===== config.mk =====
export PLATFORM = sky130hd
export DESIGN_NAME = if_fetch_queue
export DESIGN_NICKNAME = d
export VERILOG_FILES = /design/src/rtl/cpu_pkg.sv /design/src/rtl/ifq_fifo.sv /design/src/rtl/if_fetch_queue.sv
export SDC_FILE = /design/constraint.sdc
export NUM_CORES = 1
export LEC_CHECK = 0
export BUFFER_PORTS_ARGS = -buffer_cell sky130_fd_sc_hd__buf_2
export CAP_MARGIN = 20
export CORE_AREA = 5 5 165 167
export CTS_BUF_LIST = sky130_fd_sc_hd__clkbuf_8 sky130_fd_sc_hd__clkbuf_16
export DETAILED_ROUTE_END_ITERATION = 6
export DIE_AREA = 0 0 170 172
export GPL_TIMING_DRIVEN = 0
export PLACE_DENSITY = 0.82
export SYNTH_ARGS = -nofsm -noshare
export SYNTH_HDL_FRONTEND = slang
export SYNTH_SLANG_ARGS = --single-unit

===== constraint.sdc =====
create_clock -name clk_i -period 3.9 [get_ports clk_i]
set_input_delay 0.195 -clock clk_i [delete_from_list [all_inputs] [get_ports clk_i]]
set_output_delay 0.195 -clock clk_i [all_outputs]
set_load 0.05 [all_outputs]

===== src/rtl/cpu_pkg.sv =====
// ============================================================================
//  Module  : cpu_pkg
//  Brief   : Shared types and constants for the instruction-fetch front end.
//  Rev     : 1.0
// ============================================================================
`default_nettype none

package cpu_pkg;

  localparam int IFQ_ADDR_W  = 32;
  localparam int IFQ_DATA_W  = 32;
  localparam int IFQ_PC_STEP = 4;

  typedef struct packed {
    logic [IFQ_ADDR_W-1:0] pc;
    logic [IFQ_DATA_W-1:0] instr;
  } ifq_entry_t;

  typedef enum logic [1:0] {
    IDLE  = 2'd0,
    RUN   = 2'd1,
    DRAIN = 2'd2
  } ifq_state_e;

endpackage

`default_nettype wire


===== src/rtl/ifq_fifo.sv =====
// ============================================================================
//  Module  : ifq_fifo
//  Brief   : DEPTH-entry synchronous FIFO with flush; flush beats push/pop.
//  Rev     : 1.0
// ============================================================================
`default_nettype none

module ifq_fifo
  import cpu_pkg::*;
#(
  parameter int  DEPTH = 4,
  parameter type T     = ifq_entry_t
) (
  input  logic                   clk_i,
  input  logic                   rst_i,
  input  logic                   push_i,
  input  logic                   pop_i,
  input  logic                   flush_i,
  input  T                       data_i,
  output T                       data_o,
  output logic [$clog2(DEPTH):0] count_o
);

  localparam int PTR_W = $clog2(DEPTH);
  localparam int CNT_W = PTR_W + 1;

  T                 r_mem [DEPTH];
  logic [PTR_W-1:0] r_wr_ptr;
  logic [PTR_W-1:0] r_rd_ptr;
  logic [CNT_W-1:0] r_count;
  logic             w_push;
  logic             w_pop;

  assign w_pop  = pop_i && (r_count != '0);
  // A full queue only accepts a push when a pop frees the slot the same cycle.
  assign w_push = push_i && ((r_count != CNT_W'(DEPTH)) || w_pop);

  always_ff @(posedge clk_i or negedge rst_i) begin
    if (!rst_i) begin
      r_wr_ptr <= '0;
      r_rd_ptr <= '0;
      r_count  <= '0;
    end else if (flush_i) begin
      r_wr_ptr <= '0;
      r_rd_ptr <= '0;
      r_count  <= '0;
    end else begin
      if (w_push) r_wr_ptr <= r_wr_ptr + PTR_W'(1);
      if (w_pop)  r_rd_ptr <= r_rd_ptr + PTR_W'(1);
      case ({w_push, w_pop})
        2'b10:   r_count <= r_count + CNT_W'(1);
        2'b01:   r_count <= r_count - CNT_W'(1);
        default: r_count <= r_count;
      endcase
    end
  end

  always_ff @(posedge clk_i) begin
    if (w_push && !flush_i) r_mem[r_wr_ptr] <= data_i;
  end

  assign data_o  = r_mem[r_rd_ptr];
  assign count_o = r_count;

endmodule

`default_nettype wire


===== src/rtl/if_fetch_queue.sv =====
// ============================================================================
//  Module  : if_fetch_queue
//  Brief   : Fetch PC owner, credit-limited imem requester and fetch queue.
//            Optional same-cycle bypass into IF/ID under IFQ_BYPASS_EN.
//  Rev     : 1.0
// ============================================================================
`default_nettype none

module if_fetch_queue
  import cpu_pkg::*;
#(
  parameter int                ADDR_W   = 32,
  parameter int                DATA_W   = 32,
  parameter int                DEPTH    = 4,
  parameter logic [ADDR_W-1:0] RESET_PC = '0
) (
  input  logic                   clk_i,
  input  logic                   rst_i,
  input  logic                   start_i,
  input  logic                   redirect_i,
  input  logic [ADDR_W-1:0]      redirect_pc_i,
  output logic                   imem_req_o,
  output logic [ADDR_W-1:0]      imem_addr_o,
  input  logic                   imem_gnt_i,
  input  logic                   imem_rvalid_i,
  input  logic [DATA_W-1:0]      imem_rdata_i,
  input  logic                   deq_ready_i,
  output logic                   deq_valid_o,
  output logic [DATA_W-1:0]      deq_instr_o,
  output logic [ADDR_W-1:0]      deq_pc_o,
  output logic [ADDR_W-1:0]      deq_pc4_o,
  output logic [$clog2(DEPTH):0] count_o
);

  localparam int                CNT_W   = $clog2(DEPTH) + 1;
  localparam logic [ADDR_W-1:0] PC_STEP = ADDR_W'(IFQ_PC_STEP);

  typedef struct packed {
    logic [ADDR_W-1:0] pc;
    logic [DATA_W-1:0] instr;
  } entry_t;

  ifq_state_e        r_state;
  ifq_state_e        w_state_next;
  logic [ADDR_W-1:0] r_fetch_pc;
  logic [ADDR_W-1:0] r_resp_pc;
  logic [CNT_W-1:0]  r_outstanding;
  logic [CNT_W-1:0]  r_discard_cnt;
  logic [CNT_W-1:0]  w_discard_next;
  logic [CNT_W-1:0]  w_count;
  logic [CNT_W:0]    w_credit_used;
  logic              w_grant;
  logic              w_accept;
  logic              w_push;
  logic              w_pop;
  entry_t            w_push_entry;
  entry_t            w_head;

  assign w_grant        = imem_req_o && imem_gnt_i;
  assign w_accept       = imem_rvalid_i && (r_discard_cnt == '0) && !redirect_i;
  // Everything still in flight after this cycle belongs to the old path.
  assign w_discard_next = r_outstanding - CNT_W'(imem_rvalid_i);
  assign w_credit_used  = {1'b0, w_count} + {1'b0, r_outstanding};
  assign w_pop          = (w_count != '0) && deq_ready_i && !redirect_i;
  assign w_push_entry   = '{pc: r_resp_pc, instr: imem_rdata_i};

  always_ff @(posedge clk_i or negedge rst_i) begin
    if (!rst_i) r_state <= IDLE;
    else        r_state <= w_state_next;
  end

  always_comb begin
    w_state_next = r_state;
    case (r_state)
      IDLE:    if (start_i) w_state_next = RUN;
      RUN:     if (!start_i && (r_outstanding == '0)) w_state_next = IDLE;
      DRAIN:   if (r_discard_cnt == '0) w_state_next = RUN;
      default: w_state_next = IDLE;
    endcase
    if (redirect_i && (w_discard_next != '0)) w_state_next = DRAIN;
  end

  always_comb begin
    imem_req_o = 1'b0;
    if ((r_state != IDLE) && start_i && !redirect_i &&
        (w_credit_used < (CNT_W+1)'(DEPTH)))
      imem_req_o = 1'b1;
  end

  assign imem_addr_o = r_fetch_pc;

  always_ff @(posedge clk_i or negedge rst_i) begin
    if (!rst_i) begin
      r_fetch_pc    <= RESET_PC;
      r_resp_pc     <= RESET_PC;
      r_outstanding <= '0;
      r_discard_cnt <= '0;
    end else begin
      r_outstanding <= r_outstanding + CNT_W'(w_grant) - CNT_W'(imem_rvalid_i);
      if (redirect_i) begin
        r_fetch_pc    <= redirect_pc_i;
        r_resp_pc     <= redirect_pc_i;
        r_discard_cnt <= w_discard_next;
      end else begin
        if (w_grant)  r_fetch_pc <= r_fetch_pc + PC_STEP;
        if (w_accept) r_resp_pc  <= r_resp_pc + PC_STEP;
        if (imem_rvalid_i && (r_discard_cnt != '0))
          r_discard_cnt <= r_discard_cnt - CNT_W'(1);
      end
    end
  end

`ifdef IFQ_BYPASS_EN
  logic w_bypass;
  assign w_bypass    = w_accept && (w_count == '0) && deq_ready_i;
  assign w_push      = w_accept && !w_bypass;
  assign deq_valid_o = (w_count != '0) || w_bypass;
  assign deq_instr_o = w_bypass ? imem_rdata_i : w_head.instr;
  assign deq_pc_o    = w_bypass ? r_resp_pc : w_head.pc;
`else
  assign w_push      = w_accept;
  assign deq_valid_o = (w_count != '0);
  assign deq_instr_o = w_head.instr;
  assign deq_pc_o    = w_head.pc;
`endif

  assign deq_pc4_o = deq_pc_o + PC_STEP;
  assign count_o   = w_count;

  ifq_fifo #(
    .DEPTH (DEPTH),
    .T     (entry_t)
  ) u_fifo (
    .clk_i   (clk_i),
    .rst_i   (rst_i),
    .push_i  (w_push),
    .pop_i   (w_pop),
    .flush_i (redirect_i),
    .data_i  (w_push_entry),
    .data_o  (w_head),
    .count_o (w_count)
  );

endmodule

`default_nettype wire


==> impl_summary.log <==
INFO  metric wl_per_cell = 20.7 um
INFO  metric fin_worst_skew = 0.0160 ns
INFO  metric critical_setup_path_class = flop to primary output
INFO  metric postSynthNetCount = 967
INFO  metric clock-root-buffer = sky130_fd_sc_hd__clkbuf_16
INFO  metric routed_wirelength = 32.1 mm
INFO  metric timing.rr.start = u_fifo.count_o[1]
INFO  metric yosysSeqAreaShare = 67.1%
INFO  metric max_freq = 269 MHz
INFO  metric hold_violations = 0
INFO  metric die_w = 170 um
INFO  metric netlist-cell-type-count = 61
INFO  metric timing.final.crit_share = 95.5%
INFO  metric synth.avg_cell_area = 16.4 um^2
INFO  metric post_synth_instance_area = 14400 um^2
INFO  metric htree_levels = 2
INFO  metric cell_internal_pwr = 7040 uW
INFO  metric final_core_util = 69.1%
INFO  metric reg2reg_to = r_outstanding[2]
INFO  metric final_net_count = 1276
INFO  metric placed_cells = 1421
INFO  metric post-synth-top-area-fraction = 53.4%
INFO  metric antenna_left = 0
INFO  metric clock_path_buffers = 3
INFO  metric cp_max_fo = 10
INFO  metric timing_max_transition_violations_final = 0
INFO  metric cts.reportedPaths.clkPinSlew = 0.06 ns
INFO  metric viasPerCell = 5.78
INFO  metric final_period_minus_worst_setup_slack = 3.72 ns
INFO  metric required = 3.70 ns
INFO  metric holdPathStages = 4
INFO  metric syn_to_final_growth = 22.8%
INFO  metric holdCritStartpoint = redirect_i
INFO  metric r2r_slack = 0.79 ns
INFO  metric drt_first_pass_iters = 5
INFO  metric ratio_of_cells_with_drive_above_1_in_the_final_layout = 32.1%
INFO  metric detailedRoute.firstIterationViolations = 807
INFO  metric die_h = 172 um
INFO  metric power_spent_charging_and_discharging_nets = 4120 uW
INFO  metric irDropWorstVdd = 508 uV
INFO  metric total_die_area = 29200 um^2
INFO  metric cts_tree = done
INFO  metric ioPinCount = 204
INFO  metric gr-total-overflow = 0
INFO  metric cts_sinks = 335
INFO  metric drv.max_cap_violation_count = 0
INFO  metric dp_hpwl = 21.6 mm
INFO  metric fillCellCount = 1694
INFO  metric pwr_density_cell = 631 nW/um^2
INFO  metric vias_in_the_first_global_route = 9347
INFO  metric type_of_the_worst_min_delay_path = input pin to flop
INFO  metric yosys.area.top_type = sky130_fd_sc_hd__edfxtp_1
INFO  metric cts-resized-gates = 0
INFO  metric core = 25600 um^2
INFO  metric grtUsageTotal = 22.2%
INFO  metric run_status = completed
INFO  metric power.sequential.fraction = 38.7%
INFO  metric slew-limit-headroom = 27.5%
INFO  metric synth-edff-count = 256
INFO  metric power.share.switching = 36.9%
INFO  metric ys_async_sr_fraction = 23.6%
INFO  metric setup-violations-final = 0
INFO  metric clk_latency = 0.51 ns
INFO  metric grt_antenna_before_repair = 0
INFO  metric stdcell_count = 1548
INFO  metric finalSetupTns = 0 ns
INFO  metric place_congestion = 0.942
INFO  metric register_bit_count_reported_by_yosys = 335
INFO  metric hold_worst_path_end = imem_addr_o[26]
INFO  metric postSynthCellCount = 879
INFO  metric worst_setup_path_start_kind = flop
INFO  metric fin_hold_ws = 0.0349 ns
INFO  metric synth_flop_cell = sky130_fd_sc_hd__edfxtp_1
INFO  metric p_comb_share = 33.8%
INFO  metric number_of_buffers_added_by_the_clock_tree_synthesis_step = 35
INFO  metric grt_start_max_net_pins = 68
INFO  metric floorplan.rows = 59
INFO  metric clock_power_share = 27.5%
INFO  metric rsz0062_at_grt = no
INFO  metric timing.critical_path.arrival = 3.53 ns
INFO  metric ff2ff_path_depth = 13
INFO  metric netlist_top_cells_area = sky130_fd_sc_hd__edfxtp_1 (53%), sky130_fd_sc_hd__dfrtp_1 (14%), sky130_fd_sc_hd__mux4_2 (9.2%)
INFO  metric grt_pass1_wl = 50.5 mm
INFO  metric antenna_cells = 0
INFO  metric floorplan.initialDensity = 56.2%
INFO  metric critPathCaptureType = primary output
INFO  metric io_buffer_count = 202
INFO  metric dr_total_vias = 8951
INFO  metric drcViolationCount = 0
INFO  metric power_leakage = 0.00651 uW
INFO  metric slew_at_the_pin_closest_to_its_max_slew_limit = 1.08 ns
INFO  metric yosysWarnings = 0
stage by stage:
step / power [uW] / setup slack (ns) / area (um^2)
floorplan: 7260 / 0.424 / 14400
global placement: 8060 / -0.775 / 15800
detailed placement: 8120 / 0.692 / 16000
CTS: 11300 / 0.107 / 17700
global route: 11600 / 0.0141 / 17700
finish: 11200 / 0.177 / 17700
how the worst max path moves through the flow:
stage | slack [ns] | startpoint | depth (start not counted) | endpoint
3_5_place_dp | 0.69 | u_fifo.r_rd_ptr[0] | 9 | deq_pc4_o[26]
2_1_floorplan | 0.42 | u_fifo.r_rd_ptr[0] | 8 | deq_pc4_o[26]
3_3_place_gp | -0.77 | r_discard_cnt[0] | 5 | u_fifo.r_mem[2][13]
4_1_cts | 0.11 | u_fifo.r_rd_ptr[0] | 9 | deq_pc4_o[28]
6_report | 0.18 | u_fifo.r_rd_ptr[0] | 9 | deq_pc4_o[28]
5_1_grt | 0.01 | u_fifo.r_rd_ptr[0] | 9 | deq_pc4_o[28]
power groups by stage:
stage               Combinational, uW  Clock (uW)  Sequential [uW]
floorplan                        2770           0             4490
global placement                 3690           0             4370
detailed placement               3750           0             4380
CTS                              3810        3140             4310
global route                     4000        3300             4340
finish                           3770        3070             4320
worst max-delay path, stage by stage (launching register included):
cell and delay [ns]:
sky130_fd_sc_hd__dfrtp_1 0.42, sky130_fd_sc_hd__buf_6 0.18, sky130_fd_sc_hd__mux4_1 0.45, sky130_fd_sc_hd__ha_1 0.22, sky130_fd_sc_hd__nand3_1 0.29, sky130_fd_sc_hd__or3_1 0.48, sky130_fd_sc_hd__buf_6 0.16, sky130_fd_sc_hd__nor4_2 0.34
sky130_fd_sc_hd__xnor2_1 0.18, sky130_fd_sc_hd__buf_2 0.30
cells by family after synthesis:
family | after synthesis | synth area share (%)
flip-flops | 335 | 67.1
AND/OR/NAND/NOR | 225 | 8.68
multiplexers | 100 | 12.9
XOR/XNOR | 83 | 5.05
buffers and inverters | 65 | 2.25
AO/OA/AOI/OAI | 54 | 2.43
adder cells (fa/ha/maj) | 17 | 1.58
cell usage in the layout (no fill, tap or decap), types with 17 or more instances in the layout:
cell	instances
sky130_fd_sc_hd__o21ai_0	22
sky130_fd_sc_hd__xnor2_1	42
sky130_fd_sc_hd__nor3_1	17
sky130_fd_sc_hd__nand2_1	61
sky130_fd_sc_hd__nand3_1	36
sky130_fd_sc_hd__mux4_2	59
sky130_fd_sc_hd__buf_2	209
sky130_fd_sc_hd__inv_1	37
sky130_fd_sc_hd__clkbuf_16	37
sky130_fd_sc_hd__nand4_1	26
sky130_fd_sc_hd__xor2_1	41
sky130_fd_sc_hd__dlygate4sd3_1	65
sky130_fd_sc_hd__mux2_2	35
sky130_fd_sc_hd__edfxtp_1	256
sky130_fd_sc_hd__nor2_1	27
sky130_fd_sc_hd__dfrtp_1	79
Yosys cell counts, drive strengths merged, types with 17 or more instances:
master,number
edfxtp,256
dfrtp,79
mux4,64
nand2,62
xnor2,42
xor2,41
nand3,37
mux2,35
inv,30
nand4,28
nor2,27
o21ai,22
buf,21
nor3,17
timing repair:
action / 4_1_cts / 5_1_grt
endpoints found under the hold margin: 265 / 0
setup buffers: 0 / 0
hold buffers: 65 / 0
layer usage:
metal  part of all wire (%)  vias to the layer above  GRT usage, %
met1                     40                     4455          30.1
met2                     50                      401          37.9
met4                    2.0                        0          5.66
met5                      0                        -             0
li1                       -                     4040             -
met3                    7.9                       55          3.93
final cells by class:
class,count,area [um^2],area share [%]
clock buffer,37,926,5.23
clock inverter,25,145,0.820
buffer,35,211,1.20
inverter,30,113,0.636
sequential,335,9660,54.6
tap,335,419,2.37
multi-input combinational,479,4430,25.0
timing repair buffer,272,1790,10.1
state kept, by name (all words and copies together) (netlist names):
register and count:
imem_addr_o 32, r_discard_cnt 3, r_outstanding 3, r_resp_pc 32, r_state 2, u_fifo.count_o 3
u_fifo.r_mem 256, u_fifo.r_rd_ptr 2, u_fifo.r_wr_ptr 2
No activity file was read; power rests on OpenSTA's default activity.
